`config.mk`:
```
export PLATFORM = sky130hd
export DESIGN_NAME = seg_scan_capture_flat
export DESIGN_NICKNAME = d
export VERILOG_FILES = /design/src/rtl/seg_scan_capture_if.sv /design/src/rtl/seg_scan_capture.sv /design/src/flat_wrapper.sv
export SDC_FILE = /design/constraint.sdc
export NUM_CORES = 1
export LEC_CHECK = 0
export ABC_CLOCK_PERIOD_IN_PS = 5400
export CAP_MARGIN = 20
export CORE_UTILIZATION = 30
export DETAILED_ROUTE_END_ITERATION = 6
export PLACE_DENSITY = 0.58
export SYNTH_ARGS = -nofsm -noshare
export SYNTH_HDL_FRONTEND = slang
export SYNTH_SLANG_ARGS = --single-unit
export TNS_END_PERCENT = 50
```
`constraint.sdc`:
```
create_clock -name CLK -period 5.4 [get_ports CLK]
set_input_delay 1.35 -clock CLK [delete_from_list [all_inputs] [get_ports CLK]]
set_output_delay 1.35 -clock CLK [all_outputs]
set_load 0.005 [all_outputs]
```
`src/rtl/seg_scan_capture_if.sv`:
```
// Scan-bus bundle for seg_scan_capture: the scanned digit/select lines from the
// transmitter, and the reassembled frame plus status pulses toward the consumer.
interface seg_scan_capture_if;
  logic [3:0]  Digit;
  logic [3:0]  Bit;
  logic [15:0] Word;
  logic        Valid;
  logic        Changed;
  logic        Err;
  logic        Locked;

  // Handshake: there is no back-pressure. Valid is a single-cycle strobe that
  // marks the cycle in which Word holds a freshly committed frame. Word stays
  // stable until the next Valid. Changed is only ever high together with Valid.
  modport master (
    output Digit, Bit,
    input  Word, Valid, Changed, Err, Locked
  );

  modport slave (
    input  Digit, Bit,
    output Word, Valid, Changed, Err, Locked
  );
endinterface

```
`src/rtl/seg_scan_capture.sv`:
```
// Reassembles a 16-bit display word from a multiplexed 7-segment scan bus.
// Optional macro SEG_CAPTURE_SYNC_EN adds 2-flop input synchronizers (+2 cycles latency).
module seg_scan_capture #(
  parameter int TIMEOUT = 16
) (
  input  logic               CLK,
  input  logic               RST,
  seg_scan_capture_if.slave  bus,
  output logic [1:0]         state_dbg
);

  localparam int CNT_W = $clog2(TIMEOUT + 1);
  localparam logic [CNT_W-1:0] CNT_MAX = CNT_W'(TIMEOUT);

  typedef enum logic [1:0] {
    HUNT = 2'd0,
    GOT0 = 2'd1,
    GOT1 = 2'd2,
    GOT2 = 2'd3
  } state_t;

  logic [3:0] bit_s;
  logic [3:0] digit_s;

`ifdef SEG_CAPTURE_SYNC_EN
  logic [3:0] bit_m_q, bit_s_q, digit_m_q, digit_s_q;

  always_ff @(posedge CLK or posedge RST) begin
    if (RST) begin
      bit_m_q   <= 4'b1111;
      bit_s_q   <= 4'b1111;
      digit_m_q <= 4'h0;
      digit_s_q <= 4'h0;
    end else begin
      bit_m_q   <= bus.Bit;
      bit_s_q   <= bit_m_q;
      digit_m_q <= bus.Digit;
      digit_s_q <= digit_m_q;
    end
  end

  assign bit_s   = bit_s_q;
  assign digit_s = digit_s_q;
`else
  assign bit_s   = bus.Bit;
  assign digit_s = bus.Digit;
`endif

  state_t           state_q, state_d;
  logic [3:0]       prev_q, prev_d;
  logic [CNT_W-1:0] cnt_q, cnt_d;
  logic [15:0]      buf_q, buf_d;
  logic [15:0]      word_q, word_d;
  logic             valid_q, valid_d;
  logic             changed_q, changed_d;
  logic             err_q, err_d;
  logic             locked_q, locked_d;

  logic        sel_event;
  logic        sel_legal;
  logic [3:0]  exp_pat;
  logic        timeout_hit;
  logic [15:0] commit_word;

  assign sel_event   = (bit_s != prev_q);
  assign sel_legal   = (bit_s == 4'b1110) || (bit_s == 4'b1101) ||
                       (bit_s == 4'b1011) || (bit_s == 4'b0111);
  // Only no-event cycles count toward the timeout, so an event always wins.
  assign timeout_hit = !sel_event && (cnt_q == CNT_MAX - 1'b1);
  assign commit_word = {buf_q[15:4], digit_s};

  always_comb begin
    exp_pat = 4'b1110;
    case (state_q)
      HUNT: exp_pat = 4'b1110;
      GOT0: exp_pat = 4'b1101;
      GOT1: exp_pat = 4'b1011;
      GOT2: exp_pat = 4'b0111;
      default: exp_pat = 4'b1110;
    endcase
  end

  always_ff @(posedge CLK or posedge RST) begin
    if (RST) begin
      state_q   <= HUNT;
      prev_q    <= 4'b1111;
      cnt_q     <= '0;
      buf_q     <= 16'h0000;
      word_q    <= 16'h0000;
      valid_q   <= 1'b0;
      changed_q <= 1'b0;
      err_q     <= 1'b0;
      locked_q  <= 1'b0;
    end else begin
      state_q   <= state_d;
      prev_q    <= prev_d;
      cnt_q     <= cnt_d;
      buf_q     <= buf_d;
      word_q    <= word_d;
      valid_q   <= valid_d;
      changed_q <= changed_d;
      err_q     <= err_d;
      locked_q  <= locked_d;
    end
  end

  always_comb begin
    state_d = state_q;
    if (sel_event) begin
      if (!sel_legal) begin
        state_d = HUNT;
      end else if (bit_s == exp_pat) begin
        case (state_q)
          HUNT: state_d = GOT0;
          GOT0: state_d = GOT1;
          GOT1: state_d = GOT2;
          GOT2: state_d = HUNT;
          default: state_d = HUNT;
        endcase
      end else if (state_q != HUNT && bit_s == 4'b1110) begin
        // Out-of-order digit 0 restarts the frame rather than discarding it.
        state_d = GOT0;
      end else begin
        state_d = HUNT;
      end
    end else if (timeout_hit) begin
      state_d = HUNT;
    end
  end

  always_comb begin
    prev_d    = bit_s;
    cnt_d     = sel_event ? '0 : ((cnt_q == CNT_MAX) ? cnt_q : cnt_q + 1'b1);
    buf_d     = buf_q;
    word_d    = word_q;
    valid_d   = 1'b0;
    changed_d = 1'b0;
    err_d     = 1'b0;
    locked_d  = locked_q;
    if (sel_event) begin
      if (!sel_legal) begin
        err_d    = 1'b1;
        locked_d = 1'b0;
      end else if (bit_s == exp_pat) begin
        case (bit_s)
          4'b1110: buf_d[15:12] = digit_s;
          4'b1101: buf_d[11:8]  = digit_s;
          4'b1011: buf_d[7:4]   = digit_s;
          4'b0111: buf_d[3:0]   = digit_s;
          default: buf_d        = buf_q;
        endcase
        if (state_q == GOT2) begin
          word_d    = commit_word;
          valid_d   = 1'b1;
          changed_d = (commit_word != word_q);
          locked_d  = 1'b1;
        end
      end else if (state_q != HUNT) begin
        err_d    = 1'b1;
        locked_d = 1'b0;
        if (bit_s == 4'b1110) buf_d[15:12] = digit_s;
      end
    end else if (timeout_hit) begin
      locked_d = 1'b0;
    end
  end

  assign bus.Word    = word_q;
  assign bus.Valid   = valid_q;
  assign bus.Changed = changed_q;
  assign bus.Err     = err_q;
  assign bus.Locked  = locked_q;
  assign state_dbg   = state_q;

endmodule

```
`src/flat_wrapper.sv`:
```
// flat-port wrapper written by rule: the top's interface ports become plain ports
module seg_scan_capture_flat 
#(
  parameter int TIMEOUT = 16
)
  (CLK, RST, state_dbg, bus_Digit, bus_Bit, bus_Word, bus_Valid, bus_Changed, bus_Err, bus_Locked);
  seg_scan_capture_if bus_i ();
  input  logic CLK;
  input  logic RST;
  output logic [1:0] state_dbg;
  input wire logic [$bits(bus_i.Digit)-1:0] bus_Digit;
  input wire logic [$bits(bus_i.Bit)-1:0] bus_Bit;
  output wire logic [$bits(bus_i.Word)-1:0] bus_Word;
  output wire logic [$bits(bus_i.Valid)-1:0] bus_Valid;
  output wire logic [$bits(bus_i.Changed)-1:0] bus_Changed;
  output wire logic [$bits(bus_i.Err)-1:0] bus_Err;
  output wire logic [$bits(bus_i.Locked)-1:0] bus_Locked;
  assign bus_i.Digit = bus_Digit;
  assign bus_i.Bit = bus_Bit;
  assign bus_Word = bus_i.Word;
  assign bus_Valid = bus_i.Valid;
  assign bus_Changed = bus_i.Changed;
  assign bus_Err = bus_i.Err;
  assign bus_Locked = bus_i.Locked;
  seg_scan_capture #(.TIMEOUT(TIMEOUT)) u_core (.CLK(CLK), .RST(RST), .bus(bus_i), .state_dbg(state_dbg));
endmodule
```
==> flow_metrics.py <==
metrics = {
    "drt": {
        "wl_met1_um": 2000,
        "routedWlPerCell_um": 13.1,
        "top_layer_used": "met4",
        "wl_met2_um": 1680,
        "avgViaCountPerCell": 4.50,
        "drt-total-wl_um": 3850,
        "via_count": 1322,
        "drtPass1Iterations": 4,
        "drtIter0Drc": 69,
        "final_antenna_net_count": 0,
        "post-route-drc-count": 0,
        "dr_wl_met3_um": 158,
    },
    "sta": {
        "fmax_mhz": 287,
        "finalCritPeriodShare": 0.645,
        "finalSetupViolCount": 0,
        "setup_tns_ps": 0,
        "holdWs_ps": 549,
        "maxSlewViolCount": 0,
        "rsz0062_at_grt": "false",
        "clock_skew_ps": 9.64,
        "worst_pin_slew_ps": 918,
        "period_minus_slack_ps": 3490,
        "hold_viol": 0,
        "worst_slew_margin_rel": 0.386,
    },
    "clock_tree": {
        "numCtsBuffers": 5,
        "h-tree-depth": 2,
        "clock-sinks": 43,
        "root_buffer": "clkbuf_8",
        "clk_latency_ps": 290,
        "cts_resized": 0,
        "cts_tree": "done",
        "cts_max_path_buffers": 2,
        "hold_buffers": 0,
        "clk_pin_slew_ps": 90,
        "post_cts_buffers": 0,
    },
    "placed_design": {
        "post-place-cells": 286,
        "gp_congestion": 0.751,
        "dpl_cell_area_mm2": 0.00253,
        "io_buffers": 31,
        "hpwl_um": 2710,
    },
    "hold_path": {
        "min_to": "u_core.bus.Word[13]",
        "min_path_cells": 1,
        "worstHoldPathType": "reg -> reg",
        "min_from": "u_core.buf_q[13]",
    },
    "layout": {
        "fin_nets": 214,
        "finalInstanceArea_mm2": 0.00264,
        "final_cell_mix": "39 x dfrtp_1, 31 x clkdlybuf4s50_1, 24 x mux2_2, 15 x xnor2_1, 12 x xor2_1",
        "layout-drive-gt1-share": 0.237,
        "area_growth_pct": 24.2,
        "antenna_cells": 0,
        "layout_commonest_cell": "dfrtp_1",
        "instances_no_fill": 294,
    },
    "flow_run": {
        "drv_cap": 0,
    },
    "yosys": {
        "synth_top_area_share": 0.459,
        "synthAdderAreaFrac": 0.0412,
        "synth_edf_count": 0,
        "synth_cell_type_count": 40,
        "synth_top_family_by_area": "multiplexers",
        "syn_inst": 163,
        "synth_simple_gate_area_frac": 0.103,
        "synth_top_flop_cell": "dfrtp_1",
        "ys_seq_area_frac": 0.508,
        "yosysWarnings": 0,
        "synthTopCellsByArea": "dfrtp_1 46%, mux2_2 13%, xnor2_1 6.2%, dfstp_2 4.9%, xor2_1 4.9%",
        "synth_compound_area_frac": 0.0376,
        "syn-num-nets": 180,
        "synth_area_mm2": 0.00213,
        "async_reset_ff_frac": 1.00,
        "synthXorXnorAreaFrac": 0.119,
        "syn_area_per_cell_um2": 13.0,
        "netlist.top_cell.by_area": "dfrtp_1",
        "synthMuxAreaShare": 0.160,
        "ys_ff_latch": 43,
    },
    "setup_path": {
        "r2r_setup_slack_ps": 2890,
        "reg2regPathDepth": 6,
        "worstPathRequired_ps": 5570,
        "reg2reg_to": "u_core.bus.Word[9]",
        "cp_max_fo": 19,
        "crit_type": "in -> reg",
        "critical_path.max_stage_delay_ps": 790,
        "cp_slowest_cell": "nor3_4",
        "cp.arrival_ps": 3660,
        "path_cells": "clkdlybuf4s50_1, xor2_1, nand3_2, nor3_4, mux2_2",
        "cp-end-kind": "flip-flop",
        "cp-start-kind": "primary input",
        "r2r-start": "u_core.state_dbg[0]",
        "startpoint": "bus_Bit[1]",
    },
    "die": {
        "die_x_um": 86.2,
        "start_util": 0.311,
        "die_y_um": 86.2,
        "design.core.area_mm2": 0.00683,
        "die_area_mm2": 0.00743,
        "num_io_pins": 32,
        "rows": 30,
    },
    "grt": {
        "antenna_found_initial": 0,
        "grtUsageTotal": 0.114,
        "grt_pass1_wl_um": 6450,
        "grt_max_degree": 44,
        "grt_pass1_vias": 1245,
        "grt_overflow": 0,
    },
    "outcome": {
        "status": "finished clean",
    },
    "pwr": {
        "peakVddDrop_mv": 0.0897,
        "power_density_mw_per_mm2": 253,
        "leakagePower_uw": 0.00117,
    },
}
[sequential cells by signal, indices dropped and copies added (netlist names)]
register            flops
u_core.buf_q           12
u_core.bus.Changed      1
u_core.bus.Err          1
u_core.bus.Locked       1
u_core.bus.Valid        1
u_core.bus.Word        16
u_core.cnt_q            5
u_core.prev_q           4
u_core.state_dbg        2
[Yosys cell counts, types with 2 or more instances]
library cell / instances
nand2_1: 4
dfrtp_1: 39
nor3b_1: 2
buf_6: 2
buf_2: 2
nand4b_1: 2
nor4_1: 2
dfstp_2: 4
o211ai_1: 2
xnor2_1: 15
nor2_1: 4
inv_1: 8
nand4_1: 6
nor3_1: 2
ha_1: 7
xor2_1: 12
mux2_4: 4
mux2_2: 24
[cell families (layout without fill, tap and decap cells)]
logic type	Yosys count	count (layout)
flip-flops	43	43
AND/OR/NAND/NOR	33	33
multiplexers	29	29
XOR/XNOR	28	28
buffers and inverters	13	48
AO/OA/AOI/OAI	10	10
adder cells (fa/ha/maj)	7	7
[where the power goes]
part / total [µW] / leakage [µW] / internal, µW / switching (µW)
Sequential: 350 / 0.000576 / 338 / 12.2
Combinational: 68.4 / 0.000533 / 36.0 / 32.4
Clock: 250 / 0.0000581 / 138 / 112
[final cells by class]
cell class                      count  area (µm²)
Clock buffer                        5        68.8
Timing Repair Buffer               32         318
Multi-Input combinational cell    107         980
Sequential cell                    43        1080
Tap cell                           96         120
Fill cell                         692        4190
Inverter                            8        30.0
Clock inverter                      3        43.8
[worst max-delay path, delay by kind of cell]
kind	cells	cell delay, ps
xor+xnor	1	280
simple gates	2	940
mux	1	410
buf+inv	1	670
[layer usage]
| layer | vias up | global-route usage |
|---|---|---|
| li1 | 639 | - |
| met3 | 2 | 0.0286 |
| met2 | 27 | 0.159 |
| met1 | 654 | 0.173 |
| met4 | 0 | 0.0364 |
| met5 | - | 0 |
[how the worst max path moves through the flow]
stage / end / slack, ps / cells past startpoint
final: u_core.bus.Word[9] / 1910 / 5
after global routing: u_core.bus.Word[9] / 1770 / 5
after detailed placement: u_core.bus.Word[4] / 1570 / 5
after CTS: u_core.bus.Word[9] / 1890 / 5
after floorplan: u_core.buf_q[4] / 2490 / 6
after global placement: u_core.bus.Word[14] / 1620 / 5
[stage by stage]
stage / utilization / total power, µW / worst slack (ps)
finish: 0.387 / 669 / 1910
global route: 0.387 / 704 / 1770
CTS: 0.387 / 678 / 1890
detailed placement: 0.370 / 426 / 1570
global placement: 0.370 / 425 / 1620
floorplan: - / 402 / 2490
Power figures use the tool's default switching activity.
